<file path="src/rtl/dsp_mem2_write_arbiter_pkg.sv">
`default_nettype none
// ============================================================================
// Module      : dsp_mem2_write_arbiter_pkg
// Description : Shared definitions for the bank II write arbiter. It holds the
//               memory word/address lengths, the capture-ring defaults and the
//               arbiter state encoding.
// Revision    : 1.0 - initial release
// ============================================================================
package dsp_mem2_write_arbiter_pkg;

  // Memory geometry of the DSP data banks.
  localparam int REG_WORD_LEN  = 16;
  localparam int SRAM_ADDR_LEN = 10;

  // Capture ring and arbitration defaults.
  localparam int CAP_BASE_DEF   = 0;
  localparam int CAP_LEN_DEF    = 256;
  localparam int FIFO_DEPTH_DEF = 4;
  localparam int MAX_WAIT_DEF   = 8;

  // Arbiter state encoding.
  typedef enum logic [0:0] {
    ARB_NORMAL = 1'b0,
    ARB_FORCE  = 1'b1
  } arb_state_e;

  // Saturating 8-bit increment for the drop counter.
  function automatic logic [7:0] sat_inc8(input logic [7:0] v);
    return (v == 8'hFF) ? v : v + 8'd1;
  endfunction

endpackage : dsp_mem2_write_arbiter_pkg
`default_nettype wire

</file>
<file path="src/rtl/dsp_mem2_write_arbiter_fifo.sv">
`default_nettype none
// ============================================================================
// Module      : dsp_sync_fifo
// Description : Single-clock FIFO with show-ahead read data. Push is ignored
//               when full and pop is ignored when empty.
// Ports       : clk, rst_ni (async, active-low), push_i/push_data_i,
//               pop_i/pop_data_o, full_o, empty_o, count_o
// Revision    : 1.0 - initial release
// ============================================================================
module dsp_sync_fifo #(
  parameter int WIDTH = 16,
  parameter int DEPTH = 4
) (
  input  logic                       clk,
  input  logic                       rst_ni,
  input  logic                       push_i,
  input  logic [WIDTH-1:0]           push_data_i,
  input  logic                       pop_i,
  output logic [WIDTH-1:0]           pop_data_o,
  output logic                       full_o,
  output logic                       empty_o,
  output logic [$clog2(DEPTH):0]     count_o
);

  localparam int AW = (DEPTH > 1) ? $clog2(DEPTH) : 1;
  localparam logic [$clog2(DEPTH):0] FULL_CNT = ($clog2(DEPTH) + 1)'(DEPTH);

  logic [WIDTH-1:0]      mem_q [DEPTH];
  logic [AW-1:0]         wr_ptr_q;
  logic [AW-1:0]         rd_ptr_q;
  logic [$clog2(DEPTH):0] count_q;
  logic                  do_push;
  logic                  do_pop;

  assign full_o     = (count_q == FULL_CNT);
  assign empty_o    = (count_q == '0);
  assign count_o    = count_q;
  assign pop_data_o = mem_q[rd_ptr_q];

  assign do_push = push_i && !full_o;
  assign do_pop  = pop_i && !empty_o;

  // Storage carries no reset; the pointers alone define validity.
  always_ff @(posedge clk) begin
    if (do_push) begin
      mem_q[wr_ptr_q] <= push_data_i;
    end
  end

  // Power-of-two depth lets the pointers wrap by natural overflow.
  always_ff @(posedge clk or negedge rst_ni) begin
    if (!rst_ni) begin
      wr_ptr_q <= '0;
      rd_ptr_q <= '0;
      count_q  <= '0;
    end else begin
      if (do_push) wr_ptr_q <= wr_ptr_q + AW'(1);
      if (do_pop)  rd_ptr_q <= rd_ptr_q + AW'(1);
      case ({do_push, do_pop})
        2'b10:   count_q <= count_q + 1'b1;
        2'b01:   count_q <= count_q - 1'b1;
        default: count_q <= count_q;
      endcase
    end
  end

endmodule : dsp_sync_fifo
`default_nettype wire

</file>
<file path="src/rtl/dsp_mem2_write_arbiter.sv">
`default_nettype none
// ============================================================================
// Module      : dsp_mem2_write_arbiter
// Description : Shares the bank II SRAM write port between core stores and the
//               receiver capture stream. Captured samples queue in a small FIFO
//               and drain into a circular region whenever the core is idle; a
//               starvation counter forces a capture slot under sustained stores.
// Ports       : clk, rst (async, active-low)
//               dsp_write_en/addr/data in, dsp_stall out     - core store path
//               cap_valid/cap_data in, cap_ready out          - capture stream
//               ovf_clr in, cap_overflow/cap_drop_cnt out     - drop tracking
//               cap_wr_ptr/cap_wrap out                       - ring position
//               sram_write_en/addr/data out (registered)      - bank II pins
// Revision    : 1.0 - initial release
// ============================================================================
module dsp_mem2_write_arbiter
  import dsp_mem2_write_arbiter_pkg::*;
#(
  parameter int DATA_W     = REG_WORD_LEN,
  parameter int ADDR_W     = SRAM_ADDR_LEN,
  parameter int FIFO_DEPTH = FIFO_DEPTH_DEF,
  parameter int CAP_BASE   = CAP_BASE_DEF,
  parameter int CAP_LEN    = CAP_LEN_DEF,
  parameter int MAX_WAIT   = MAX_WAIT_DEF
) (
  input  logic              clk,
  input  logic              rst,
  input  logic              dsp_write_en,
  input  logic [ADDR_W-1:0] dsp_write_addr,
  input  logic [DATA_W-1:0] dsp_write_data,
  output logic              dsp_stall,
  input  logic              cap_valid,
  input  logic [DATA_W-1:0] cap_data,
  output logic              cap_ready,
  input  logic              ovf_clr,
  output logic              cap_overflow,
  output logic [7:0]        cap_drop_cnt,
  output logic [ADDR_W-1:0] cap_wr_ptr,
  output logic              cap_wrap,
  output logic              sram_write_en,
  output logic [ADDR_W-1:0] sram_write_addr,
  output logic [DATA_W-1:0] sram_write_data
);

  localparam int CNT_W  = $clog2(FIFO_DEPTH) + 1;
  localparam int WAIT_W = (MAX_WAIT > 1) ? $clog2(MAX_WAIT + 1) : 1;

  localparam logic [CNT_W-1:0]  FIFO_FULL_CNT = CNT_W'(FIFO_DEPTH);
  localparam logic [WAIT_W-1:0] WAIT_LAST     = WAIT_W'(MAX_WAIT - 1);
  localparam logic [ADDR_W-1:0] PTR_LAST      = ADDR_W'(CAP_LEN - 1);
  localparam logic [ADDR_W-1:0] RING_BASE     = ADDR_W'(CAP_BASE);

  // FIFO interface
  logic              fifo_full;
  logic              fifo_empty;
  logic [CNT_W-1:0]  fifo_count;
  logic [DATA_W-1:0] fifo_rd_data;

  // Arbitration
  arb_state_e        state_q;
  logic [WAIT_W-1:0] wait_cnt_q;
  logic              grant_core;
  logic              grant_cap;
  logic              cap_denied;

  // Ring pointer and drop tracking
  logic [ADDR_W-1:0] ptr_q;
  logic [ADDR_W-1:0] ptr_d;
  logic              wrap_q;
  logic              ovf_q;
  logic              ovf_d;
  logic [7:0]        drop_cnt_q;
  logic [7:0]        drop_cnt_d;
  logic              cap_drop;

  // Registered SRAM write port
  logic              wr_en_q;
  logic [ADDR_W-1:0] wr_addr_q;
  logic [DATA_W-1:0] wr_data_q;

  dsp_sync_fifo #(
    .WIDTH (DATA_W),
    .DEPTH (FIFO_DEPTH)
  ) u_cap_fifo (
    .clk         (clk),
    .rst_ni      (rst),
    .push_i      (cap_valid),
    .push_data_i (cap_data),
    .pop_i       (grant_cap),
    .pop_data_o  (fifo_rd_data),
    .full_o      (fifo_full),
    .empty_o     (fifo_empty),
    .count_o     (fifo_count)
  );

  // Readiness and drops come from the registered occupancy only, so a pop in
  // the same cycle never reopens a full FIFO.
  assign cap_ready = !fifo_full;
  assign cap_drop  = cap_valid && (fifo_count == FIFO_FULL_CNT);

  // In FORCE the core is held off for exactly the forced slot.
  assign grant_core = dsp_write_en && (state_q == ARB_NORMAL);
  assign grant_cap  = !fifo_empty && ((state_q == ARB_FORCE) || !dsp_write_en);
  assign cap_denied = !fifo_empty && !grant_cap;
  assign dsp_stall  = dsp_write_en && (state_q == ARB_FORCE);

  assign ptr_d = (ptr_q == PTR_LAST) ? '0 : ptr_q + ADDR_W'(1);

  // A drop in the same cycle as a clear restarts the tally at one.
  always_comb begin
    ovf_d      = ovf_q;
    drop_cnt_d = drop_cnt_q;
    if (cap_drop) begin
      ovf_d      = 1'b1;
      drop_cnt_d = ovf_clr ? 8'd1 : sat_inc8(drop_cnt_q);
    end else if (ovf_clr) begin
      ovf_d      = 1'b0;
      drop_cnt_d = 8'd0;
    end
  end

  // Arbiter FSM with its starvation counter. The counter saturates at the
  // threshold; the FORCE slot that follows always clears it via the grant.
  always_ff @(posedge clk or negedge rst) begin
    if (!rst) begin
      state_q    <= ARB_NORMAL;
      wait_cnt_q <= '0;
    end else begin
      case (state_q)
        ARB_NORMAL: begin
          if (cap_denied && (wait_cnt_q == WAIT_LAST)) state_q <= ARB_FORCE;
        end
        ARB_FORCE: state_q <= ARB_NORMAL;
        default:   state_q <= ARB_NORMAL;
      endcase
      if (fifo_empty || grant_cap) begin
        wait_cnt_q <= '0;
      end else if (wait_cnt_q != WAIT_LAST) begin
        wait_cnt_q <= wait_cnt_q + WAIT_W'(1);
      end
    end
  end

  // SRAM port, ring pointer and overflow state.
  always_ff @(posedge clk or negedge rst) begin
    if (!rst) begin
      wr_en_q    <= 1'b0;
      wr_addr_q  <= '0;
      wr_data_q  <= '0;
      ptr_q      <= '0;
      wrap_q     <= 1'b0;
      ovf_q      <= 1'b0;
      drop_cnt_q <= 8'd0;
    end else begin
      wr_en_q <= grant_core || grant_cap;
      if (grant_core) begin
        wr_addr_q <= dsp_write_addr;
        wr_data_q <= dsp_write_data;
      end else if (grant_cap) begin
        wr_addr_q <= RING_BASE + ptr_q;
        wr_data_q <= fifo_rd_data;
      end
      wrap_q <= grant_cap && (ptr_q == PTR_LAST);
      if (grant_cap) ptr_q <= ptr_d;
      ovf_q      <= ovf_d;
      drop_cnt_q <= drop_cnt_d;
    end
  end

  assign cap_overflow    = ovf_q;
  assign cap_drop_cnt    = drop_cnt_q;
  assign cap_wr_ptr      = ptr_q;
  assign cap_wrap        = wrap_q;
  assign sram_write_en   = wr_en_q;
  assign sram_write_addr = wr_addr_q;
  assign sram_write_data = wr_data_q;

endmodule : dsp_mem2_write_arbiter
`default_nettype wire

</file>
<file path="config.mk">
export PLATFORM = sky130hd
export DESIGN_NAME = dsp_mem2_write_arbiter
export DESIGN_NICKNAME = d
export VERILOG_FILES = /design/src/rtl/dsp_mem2_write_arbiter_pkg.sv /design/src/rtl/dsp_mem2_write_arbiter_fifo.sv /design/src/rtl/dsp_mem2_write_arbiter.sv
export SDC_FILE = /design/constraint.sdc
export NUM_CORES = 1
export LEC_CHECK = 0
export CORE_MARGIN = 1.5
export CORE_UTILIZATION = 45
export CTS_CLUSTER_DIAMETER = 80
export CTS_CLUSTER_SIZE = 28
export DETAILED_ROUTE_END_ITERATION = 10
export GPL_TIMING_DRIVEN = 0
export PLACE_DENSITY_LB_ADDON = 0.05
export SLEW_MARGIN = 20
export SYNTH_ARGS = -nofsm -noshare
export SYNTH_HDL_FRONTEND = slang
export SYNTH_SLANG_ARGS = --single-unit
</file>
<file path="constraint.sdc">
create_clock -name clk -period 5.77 [get_ports clk]
set_input_delay 0.577 -clock clk [delete_from_list [all_inputs] [get_ports clk]]
set_output_delay 0.577 -clock clk [all_outputs]
set_load 0.01 [all_outputs]
</file>
---- Word level (Yosys, flattened, before mapping) ----
Memories as Yosys holds them, arrays and structs flattened.
Cells that the tools add are included.
operators by class
  $add $sub $neg .......................... 7
  multipliers ............................. 0
  div/mod/pow operators ................... 0
  $lt $le $gt $ge ......................... 0
  equality and inequality tests ........... 8
  shift operators ......................... 0
  muxes and demuxes ....................... 18
  bitwise operators ....................... 1
  reduce and logical (&&, ||, !) cells .... 22
operator list
  cell                                                    count
  two-way mux 16 bit                                      2
  two-way mux 8 bit                                       4
  two-way mux 10 bit                                      3
  adder 10 x 1 -> 10 bit (second input constant)          1
  equality test 10 x 8 -> 1 bit (second input constant)   1
  logical AND 1 bit                                       9
  adder 8 x 1 -> 8 bit (second input constant)            1
  equality test 8 bit (second input constant)             1
  two-way mux 4 bit                                       2
  nonzero test 2 bit                                      4
  one-hot mux 3 bit (2 select lines)                      1
  two-way mux 1 bit                                       5
  adder 2 x 1 -> 2 bit (second input constant)            2
  adder 4 x 1 -> 4 bit (second input constant)            1
  equality test 4 x 3 -> 1 bit (second input constant)    1
  logical NOT 1 bit                                       4
  inequality test 4 x 3 -> 1 bit (second input constant)  1
  adder 3 x 1 -> 3 bit (second input constant)            1
  equality test 3 bit (second input constant)             1
  logical NOT 3 bit                                       1
  logical OR 1 bit                                        3
  subtractor 3 x 1 -> 3 bit (second input constant)       1
  equality test 2 x 1 -> 1 bit (second input constant)    1
  equality test 2 bit (second input constant)             1
  4 further kinds                                         4
storage, ports and cells
  bits in registers ....................... 59
  latch bits .............................. 0
  RAM bits ................................ 64
  memory bits (read-only) ................. 0
  word-level logic and storage cells ...... 69
  memories kept ........................... 1
memories
  name              words  width  read ports  clocked after memory_dff  write ports  RTL line                           text
  u_cap_fifo.mem_q  4      16     1           0                         1            dsp_mem2_write_arbiter_fifo.sv:28  logic [WIDTH-1:0] mem_q [DEPTH];

---- Depth between registers and ports, before layout ----
  word-level depth ........................ 8
  gate-level depth with buffers ........... 10
  mapped depth without buffers ............ 10

---- Cells and area by module ----
From an unflattened synthesis, not the netlist that was laid out.
second synthesis, totals
  cell total of the unflattened synthesis .. 357
  area total of the unflattened synthesis .. 5266.3 um2
by module, submodules not included
  module                  times used  cells an instance  area each (um2)  sequential area each (um2)
  dsp_sync_fifo           1           121                2775.2           2097.0
  dsp_mem2_write_arbiter  1           236                2491.1           1301.2

---- Worst setup path after synthesis ----
Ideal clock, no wire load.
  path type ............................... register to register
  start point ............................. register u_cap_fifo.count_q[0] (netlist: u_cap_fifo.count_o[0])
  end point ............................... register u_cap_fifo.count_q[2] (netlist: u_cap_fifo.count_o[2])
  library setup time ...................... 0.079 ns
  arrival ................................. 1.883 ns
  data required time ...................... 5.691 ns
  setup slack ............................. 3.808 ns
  stages on the path, launching flop included .. 11
  clock period less this slack ............ 1.962 ns
  path through ............................ dfrtp_1 > inv_1 > nand3_2 > and2_1 > inv_1 > ha_1 > inv_1 > fa_1 > xor2_1 > nor2_1 > xor2_1
between the ends
  elaborated cells on any way between the ends .. 13
  those cells by class .................... add/sub: 2; eq/ne: 3; mux: 1; reduce/logical: 7
RTL lines
  item                                                                             RTL line                           text
  from (decl)                                                                      dsp_mem2_write_arbiter_fifo.sv:31  logic [$clog2(DEPTH):0] count_q;
  from (signal assigned)                                                           dsp_mem2_write_arbiter_fifo.sv:60  2'b10: count_q <= count_q + 1'b1;
  from (signal assigned)                                                           dsp_mem2_write_arbiter_fifo.sv:61  2'b01: count_q <= count_q - 1'b1;
  from (signal assigned)                                                           dsp_mem2_write_arbiter_fifo.sv:62  default: count_q <= count_q;
  equality test 3 bit *                                                            dsp_mem2_write_arbiter_fifo.sv:35  assign full_o = (count_q == FULL_CNT);
  logical NOT 1 bit *                                                              n/a
  named net cap_ready                                                              dsp_mem2_write_arbiter.sv:34       output logic cap_ready,
  logical AND 1 bit *                                                              dsp_mem2_write_arbiter_fifo.sv:40  assign do_push = push_i && !full_o;
  equality test 2 x 1 -> 1 bit / equality test 2 bit (equally long branches)       dsp_mem2_write_arbiter_fifo.sv:59  case ({do_push, do_pop})
  one-hot mux 3 bit (2 select lines) / nonzero test 2 bit (equally long branches)  n/a
Mark *: on every way through the listed nets, which the timed path passes. The rest lies on a longest branch.
A chain may end at the register's enable or synchronous reset.

---- Worst setup path after layout ----
  start point ............................. input dsp_write_en
  end point ............................... output dsp_stall
between the ends
  cells in the longest elaborated chain, start to end .. 1
RTL lines
  item               RTL line                       text
  from (decl)        dsp_mem2_write_arbiter.sv:28   input logic dsp_write_en,
  logical AND 1 bit  dsp_mem2_write_arbiter.sv:105  assign dsp_stall = dsp_write_en && (state_q == ARB_FORCE);
  to (decl)          dsp_mem2_write_arbiter.sv:31   output logic dsp_stall,
No other way between the ends.

==> reports/summary.txt <==
status = complete, no violations
worst r2r src = u_cap_fifo.count_o[0]
CP endpoint = dsp_stall
Final Max Slew Viols = 0
crit-path max cell delay = 530 ps
number of global-route vias before repair = 3,505
Post-synth ARST share = 0.480
final setup violating endpoints = 0
VDD IR max = 0.270 mV
Post-synth EDFFs = 64
routability cong. = 0.767
Core ar. = 11,400 um2
r2r endpoint = u_cap_fifo.count_o[2]
DP HPWL = 7370 um
max-capacitance violation count = 0
Hold-fix buffers, CTS = 0
slowest CP cell = clkdlybuf4s50_1
top-level I/O count = 96
crit-path max FO = 3
post-synth top area cell = edfxtp_1
top post-synthesis cells by area = edfxtp_1, dfrtp_1, mux4_2
final hold viol count = 0
Via-to-Cell Ratio = 5.23
Tcrit/Tclk final = 0.400
Startpoint Class = input port
DR iter-0 viols = 180
Worst R2R Setup Slack = 3690 ps
row count = 39
CTS buffer count = 17
GR Overflow Total = 0
TNS Setup = 0 ps
Hold Crit Class = in2async
CP most frequent cell = clkdlybuf4s50_1
first-pass GRT wire length = 18,000 um
commonest non-fill, non-tap cell in the layout = clkdlybuf4s50_1
Final Util = 0.617
CTS Sinks = 123
WL per Instance = 16.8 um
Syn Nets = 443
CTS root buffer = clkbuf_16
Worst Path Required = 5190 ps
leakage power total = 0.00280 uW
die width = 111 um
Max-slew headroom = 0.410
most frequent cells in the layout = clkdlybuf4s50_1, edfxtp_1, dfrtp_1
Layout Nets = 557
Via Count = 3,433
initial core utilization = 0.462
CP endpoint kind = primary output
CTS tree = yes
ordered list of cells on the worst path = clkdlybuf4s50_1 > and2_1 > clkdlybuf4s50_1
clk_lat worst skew = 410 ps
antenna violations before repair = 0
post-cts sizing count = 0
CP Launch Point = dsp_write_en
share of the synthesized area in the top cell type = 0.365
Final Critical Period = 2310 ps
antenna cell count = 0
P&R area growth vs syn = 33.8%
worst setup path category = in2out
Die H = 111 um
Total Wirelength = 11,000 um
clk slew on worst S/H paths = 50 ps
Syn Inst Count = 387
Seq/Total Area, Yosys = 0.645
Worst EP arrival = 1730 ps
drt first pass iters = 4
Global Route Usage Sum = 0.190
Ys Warns = 0
antenna-violating nets left = 0
Peak Freq = 0.433 GHz
die area = 12,400 um2
H-tree levels = 4
clk buf depth = 2
synthesized flop and latch total = 123
synthesized area = 5270 um2
power per cell area = 484 nW/um2
PortBufs = 94
Most used DFF post-synth = edfxtp_1
RSZ-0062 raised after global routing = no
final setup skew = 6.26 ps
share of layout cells above drive strength 1 = 0.134
pin count of the biggest net entering global routing = 39
worst-margin pin slew = 885 ps
syn_area_per_cell = 13.6 um2
drt drc = 0
Synth cell types = 55
Post-CTS Setup Inserts = 0
fill count = 929
Reg2Reg Depth = 10
-- cell usage after synthesis, types with 4 or more instances --
cell type / instances
a21oi_1: 35
xor2_1: 4
ha_1: 8
edfxtp_1: 64
nand4_1: 4
nor2_1: 38
xnor2_1: 10
and3_1: 7
a31oi_1: 11
nand3_1: 6
buf_4: 4
buf_2: 7
mux4_2: 11
and2_1: 4
nor3_1: 5
nand2_1: 44
mux2i_1: 5
mux4_1: 5
buf_6: 5
dfrtp_1: 59
inv_1: 9
-- where the power goes --
| part | internal [uW] | switching (uW) | total, uW | leakage, uW |
|---|---|---|---|---|
| registers | 1150 | 122 | 1270 | 0.00131 |
| logic | 496 | 481 | 978 | 0.00117 |
| clock network | 805 | 358 | 1160 | 0.000313 |
-- layout make-up --
class | count | area, um2 | area share
sequential | 123 | 3400 | 0.482
multi-input combinational | 235 | 1690 | 0.239
timing repair buffer | 95 | 958 | 0.136
clock buffer | 22 | 444 | 0.0630
clock inverter | 10 | 199 | 0.0282
tap | 143 | 179 | 0.0254
buffer | 19 | 149 | 0.0211
inverter | 10 | 37.5 | 0.00532
-- cells by family (layout without fill, tap and decap cells) --
group | count (synthesis) | in the layout | share of synthesized area
compound gates | 62 | 62 | 0.0691
xor+xnor | 14 | 14 | 0.0233
fa+ha+maj | 9 | 9 | 0.0228
buf+inv | 29 | 156 | 0.0354
flops | 123 | 123 | 0.645
mux | 22 | 22 | 0.0836
simple gates | 128 | 128 | 0.121
-- routing by layer --
metal | GRT usage | wire (um) | up-vias
met3 | 0.0498 | 429 | 16
li1 | - | - | 1646
met4 | 0.0810 | 211 | 0
met5 | 0 | 0 | -
met1 | 0.247 | 5100 | 1690
met2 | 0.304 | 5280 | 81
-- critical path: cells and delay by family --
kind | cells | cell delay, ps
buf+inv | 2 | 1020
simple gates | 1 | 120
-- how the worst min path moves through the flow --
stage / startpoint / end / slack [ps] / depth (start not counted)
final: rst / sram_write_addr[6] / 60 / 1
after global routing: rst / sram_write_addr[5] / 80 / 1
after CTS: rst / sram_write_addr[6] / 50 / 1
after detailed placement: cap_overflow / cap_overflow / 470 / 1
after global placement: cap_overflow / cap_overflow / 470 / 1
after floorplan: rst / cap_drop_cnt[0] / 280 / 0
-- flip-flops by register name, indices dropped and copies added, names as in the netlist --
signal / count
sram_write_data: 16
cap_overflow: 1
state_q: 1
cap_drop_cnt: 8
cap_wr_ptr: 10
u_cap_fifo.rd_ptr_q: 2
sram_write_en: 1
u_cap_fifo.count_o: 3
sram_write_addr: 10
wait_cnt_q: 4
u_cap_fifo.mem_q: 64
cap_wrap: 1
u_cap_fifo.wr_ptr_q: 2
-- stage by stage --
stage               setup WS, ps  hold slack (ps)  instances  power [uW]  instance area, um2
floorplan                   3810              281        387        1870                5270
global placement            2120              471        624        2260                6390
global route                3440             77.2        657        3590                7050
CTS                         3460             54.9        657        3450                7050
finish                      3460             59.3        657        3410                7050
detailed placement          3210              473        625        2280                6410
(Power assumes the default switching activity.)
==> variant 1, RTL diff (config.mk and constraints unchanged) <==
Register the output `cap_drop_cnt` once more, cleared by the reset; this adds one clock of latency there. The other outputs are not delayed to match.
--- a/src/rtl/dsp_mem2_write_arbiter.sv
+++ b/src/rtl/dsp_mem2_write_arbiter.sv
@@ -168,7 +168,13 @@
   end
 
   assign cap_overflow    = ovf_q;
-  assign cap_drop_cnt    = drop_cnt_q;
+  always_ff @(posedge clk or negedge rst) begin
+    if (!rst) begin
+      cap_drop_cnt <= '0;
+    end else begin
+      cap_drop_cnt <= drop_cnt_q;
+    end
+  end
   assign cap_wr_ptr      = ptr_q;
   assign cap_wrap        = wrap_q;
   assign sram_write_en   = wr_en_q;
Behaviour: not the same (a bounded check fails within 10 cycles, from zero or initial values and one cycle with rst low).
==> variant 1 against the unedited design <==
  * Final area is essentially flat
  * Worst setup slack got worse by 0.040 ns
  * Area after synthesis grew 0.52%
  * Register-to-register slack worse by 0.05 ns
  * Sequential cell count increased by 8
  * Total power fell by 2.1%
  * Wire length up 0.66%
  * Fmax decreased by 1.7%
  * Critical endpoint unchanged
  * Largest cell class unchanged
==> variant 1: results (changes against the unedited design) <==
CTS
  – Postcts setup bufs: 0 (unchanged)
  – Worst skew pair latency: 0.41 ns (about the same)
  – Clk root buf: clkbuf_16
  – Worst-path clk slew: about 0.06 ns
  – Post-CTS Resized: 0 (unchanged)
  – Total CTS buffers: 17 (unchanged)
  – H-Tree Depth: 4 (unchanged)

Power and ir drop
  – Lkg Pwr: 2.80 nW (about the same)
  – Peak supply drop: 0.255 mV (-5.7%)

Logic synthesis
  – Asr flop ratio synth: 0.511 (+0.0318)
  – Syn nets: 446 (+0.68%)
  – Register area share after synthesis: 0.679 (+0.0344)
  – Top post-synthesis cells by area: edfxtp_1 36%, dfrtp_1 32%, mux4_2 6.8%, nand2_1 3.4%, a21oi_1 3.3%
  – Syn avg cell area: 13.6 um^2 (-0.25%)
  – Top FF cell, synth: dfrtp_1
  – Post-synth cell types: 38 (-31%)
  – EDFF count, synth: 64 (unchanged)
  – Ys Warns: 0 (unchanged)
  – Post-synth top cells: 67 x dfrtp_1, 64 x edfxtp_1, 48 x nand2_1, 39 x nor2_1, 35 x a21oi_1

GRT
  – Number of global-route vias before repair: 3562 (+1.6%)
  – First-pass GRT wire length: 18200 um (+0.80%)
  – Largest net degree at the start of global routing: 55 (+41%)
  – Initial antenna violation count: 0 (unchanged)
  – Overall routing resource usage: 0.191 (+0.000498)

Worst setup path
  – Worst-path maximum fanout: 3 (unchanged)
  – CP arrival: 1.77 ns (+0.04 ns)

Place
  – Port bufs: 94 (unchanged)
  – DP HPWL: 7330 um (-0.49%)
  – Global placer's final weighted congestion: 0.755 (-1.6%)
  – Cell Area, Placed: 6440 um^2 (+0.55%)

STA
  – Clock skew: 0.00879 ns (+0.00253 ns)
  – # setup viols final: 0 (unchanged)
  – Slew margin rel.: 0.366 (-0.0441)

Detailed routing
  – WL final: 11100 um (+0.66%)
  – Initial DRT Pass Iterations: 4 (unchanged)
  – Via/cell ratio: 5.29 (+1.2%)
  – DR iter-0 viols: 232 (+29%)

Finish
  – Largest Register: u_cap_fifo.mem_q
  – Layout cells sized above 1: 0.122 (-0.0124)
  – Nets: 560 (+0.54%)
  – Antenna diodes: 0 (unchanged)

Run status
  – Status: finished, final reports clean

Worst hold path
  – Min-delay worst type: input port to asynchronous set/reset pin
variant 1: changes by cell type in the layout (fill, tap and decap cells not counted), moves of 5 or more:
cell / change
mux4_1: -5
mux4_2: +5
or3_1: +5
buf_1: +5
buf_6: -5
dfrtp_1: +8
clkbuf_1: -5
variant 1: cell type report:
class                   instances  area [um^2]
inverters                      11         41.3
repair buffers                 95          966
clock buffers                  17          425
plain buffers                  17         81.3
multi-input cells             231         1580
clock inverters                15          180
fillers                       903         4420
well taps                     143          179
flip-flops and latches        131         3600
variant 1: cells by family after synthesis:
| logic type | share of synthesized area |
|---|---|
| compound gates | 0.0626 |
| xor+xnor | 0.0281 |
| fa+ha+maj | 0.0227 |
| buf+inv | 0.0231 |
| flops | 0.679 |
| mux | 0.0758 |
| simple gates | 0.108 |
variant 1: worst paths after layout:
| check | start | end | cells past startpoint | slack [ns] |
|---|---|---|---|---|
| worst max-delay path | dsp_write_en | dsp_stall | 3 | 3.42 |
| worst min-delay path | rst | sram_write_en | 1 | 0.03 |
| worst max register to register | u_cap_fifo.count_o[0] | u_cap_fifo.count_o[2] | 9 | 3.64 |
| worst min register to register | drop_cnt_q[6] | cap_drop_cnt[6] | 0 | 0.42 |
| max in group asynchronous | rst | drop_cnt_q[6] | 2 | 5.22 |
| min in group clk | drop_cnt_q[6] | cap_drop_cnt[6] | 0 | 0.42 |
variant 1: critical path: stages:
cell and delay (ns):
clkdlybuf4s50_1 0.51, and2_1 0.14, clkdlybuf4s50_1 0.54
variant 1: power breakdown:
group / switching [mW] / total, mW / leakage, nW / internal, mW
Clock: 0.409 / 1.09 / 0.290 / 0.683
Sequential: 0.117 / 1.33 / 1.42 / 1.21
Combinational: 0.459 / 0.920 / 1.09 / 0.461
Total: 0.985 / 3.34 / 2.80 / 2.35
variant 1: metal layers:
| metal | wire [um] | GRT usage |
|---|---|---|
| met5 | 0 | 0 |
| met4 | 147 | 0.0565 |
| met3 | 504 | 0.0593 |
| met2 | 5550 | 0.319 |
| met1 | 4880 | 0.241 |
variant 1: per-stage QoR:
step,worst slack (ns),std cells,hold slack [ns]
detailed placement,3.06,628,0.413
global placement,1.80,627,0.410
global route,3.35,660,0.0181
CTS,3.41,660,0.0196
finish,3.42,660,0.0269
floorplan,3.76,390,0.281
==> variant 2, RTL diff (config.mk and constraints unchanged) <==
Without the edit above. `MAX_WAIT_DEF`: 8 -> 4.
--- a/src/rtl/dsp_mem2_write_arbiter_pkg.sv
+++ b/src/rtl/dsp_mem2_write_arbiter_pkg.sv
@@ -16,7 +16,7 @@
   localparam int CAP_BASE_DEF   = 0;
   localparam int CAP_LEN_DEF    = 256;
   localparam int FIFO_DEPTH_DEF = 4;
-  localparam int MAX_WAIT_DEF   = 8;
+  localparam int MAX_WAIT_DEF   = 4;
 
   // Arbiter state encoding.
   typedef enum logic [0:0] {
Check against the original RTL: not equivalent (a bounded check fails within 10 cycles, from zero or initial values and one cycle with rst low).
==> variant 2 against the unedited design <==
  * Wire length is 2.4% higher
  * Worst setup slack worse by 0.072 ns
  * Global-route usage is 0.99 points higher
  * Total power is 2.1% lower
  * Sequential share of layout area is 0.30 points higher
  * Final cell count is 0.30% lower
  * Area after synthesis is 1.3% lower
  * Final area is 1.3% lower
  * Sequential cell count is 1 lower
  * Highest routed layer unchanged
==> variant 2: results (changes against the unedited design) <==
Run status
  – Status: finished, final reports clean

Power and ir drop
  – Lkg Pwr: 2.78 nW (-0.68%)
  – Peak supply drop: 0.263 mV (-2.7%)

STA
  – Setup TNS: 0 ns (unchanged)
  – Clock skew: 0.00819 ns (+0.00193 ns)
  – Slew margin rel.: 0.396 (-0.0135)

GRT
  – Overall routing resource usage: 0.200 (+0.00988)
  – First-pass GRT wire length: 18700 um (+3.8%)
  – Largest net degree at the start of global routing: 46 (+18%)
  – Initial antenna violation count: 0 (unchanged)
  – Number of global-route vias before repair: 3649 (+4.1%)

Worst setup path
  – Worst-path maximum fanout: 7 (+4)
  – CP arrival: 2.71 ns (+0.98 ns)
  – CP peak stage delay: 0.44 ns (-0.09 ns)
  – Slowest-stage cell, CP: clkdlybuf4s50_1
  – R2r startpoint: state_q

CTS
  – Worst skew pair latency: 0.41 ns (about the same)
  – Postcts setup bufs: 0 (unchanged)
  – Post-CTS Resized: 0 (unchanged)
  – Total CTS buffers: 17 (unchanged)

Place
  – DP HPWL: 7480 um (+1.5%)
  – Pre-CTS setup slack: 2.92 ns (-0.288 ns)
  – Global placer's final weighted congestion: 0.726 (-5.4%)

Logic synthesis
  – Syn nets: 442 (-0.23%)
  – Asr flop ratio synth: 0.475 (-0.00426)
  – Post-synth cell types: 45 (-18%)
  – EDFF count, synth: 64 (unchanged)
  – Post-synth top cells: 64 x edfxtp_1, 58 x dfrtp_1, 45 x nand2_1, 36 x a21oi_1, 35 x nor2_1
  – Register area share after synthesis: 0.649 (+0.00388)
  – Top post-synthesis cells by area: edfxtp_1 37%, dfrtp_1 28%, mux4_1 8.1%, a21oi_1 3.5%, nand2_1 3.2%

Detailed routing
  – Vias: 3468 (+1.0%)
  – DR iter-0 viols: 175 (-2.8%)
  – Routed length per instance: 17.2 um (+2.7%)

Finish
  – Nets: 556 (-0.18%)
  – Layout cells sized above 1: 0.0938 (-0.0405)
  – Fill count: 935 (+0.65%)
[variant 2: area by class of cell]
type	instances	area, um^2	area share
Buffer	20	110	0.0158
Clock buffer	20	437	0.0628
Clock inverter	12	174	0.0250
Inverter	10	37.5	0.00540
Multi-Input combinational cell	233	1680	0.241
Sequential cell	122	3370	0.485
Tap cell	143	179	0.0257
Timing Repair Buffer	95	966	0.139
[variant 2: final timing paths]
path                                         end  slack [ns]
setup / recovery           u_cap_fifo.count_o[2]        3.39
hold / removal                sram_write_addr[3]        0.02
setup reg to reg           u_cap_fifo.count_o[2]        3.61
hold reg to reg                     cap_overflow        0.49
max in group asynchronous  u_cap_fifo.count_o[0]        5.26
min in group clk                    cap_overflow        0.49
[variant 2: per-layer routing]
layer  wire length (um)  GRT usage  vias up
met2               5550      0.322       83
met4                182     0.0744        0
met3                524     0.0642       16
met1               5020      0.255     1715
li1                   -          -     1654
met5                  0          0        -
[variant 2: cell families after synthesis]
kind of cell    Yosys count  share of synthesized area
compound gates           63                     0.0691
xor+xnor                 14                     0.0236
fa+ha+maj                10                     0.0255
buf+inv                  30                     0.0284
flops                   122                      0.649
mux                      22                     0.0926
simple gates            124                      0.112
[variant 2: stage by stage]
step                cell area (um^2)   util  std cells
detailed placement              6340  0.560        623
finish                          6960  0.614        655
floorplan                       5200      -        385
global placement                6320  0.558        622
CTS                             6960  0.614        655
global route                    6960  0.614        655
[variant 2: power breakdown]
part           switching [mW]  internal, mW  total (mW)  leakage (nW)
sequential              0.124          1.15        1.28          1.30
combinational           0.487         0.487       0.975          1.19
clock                   0.369         0.719        1.09         0.288
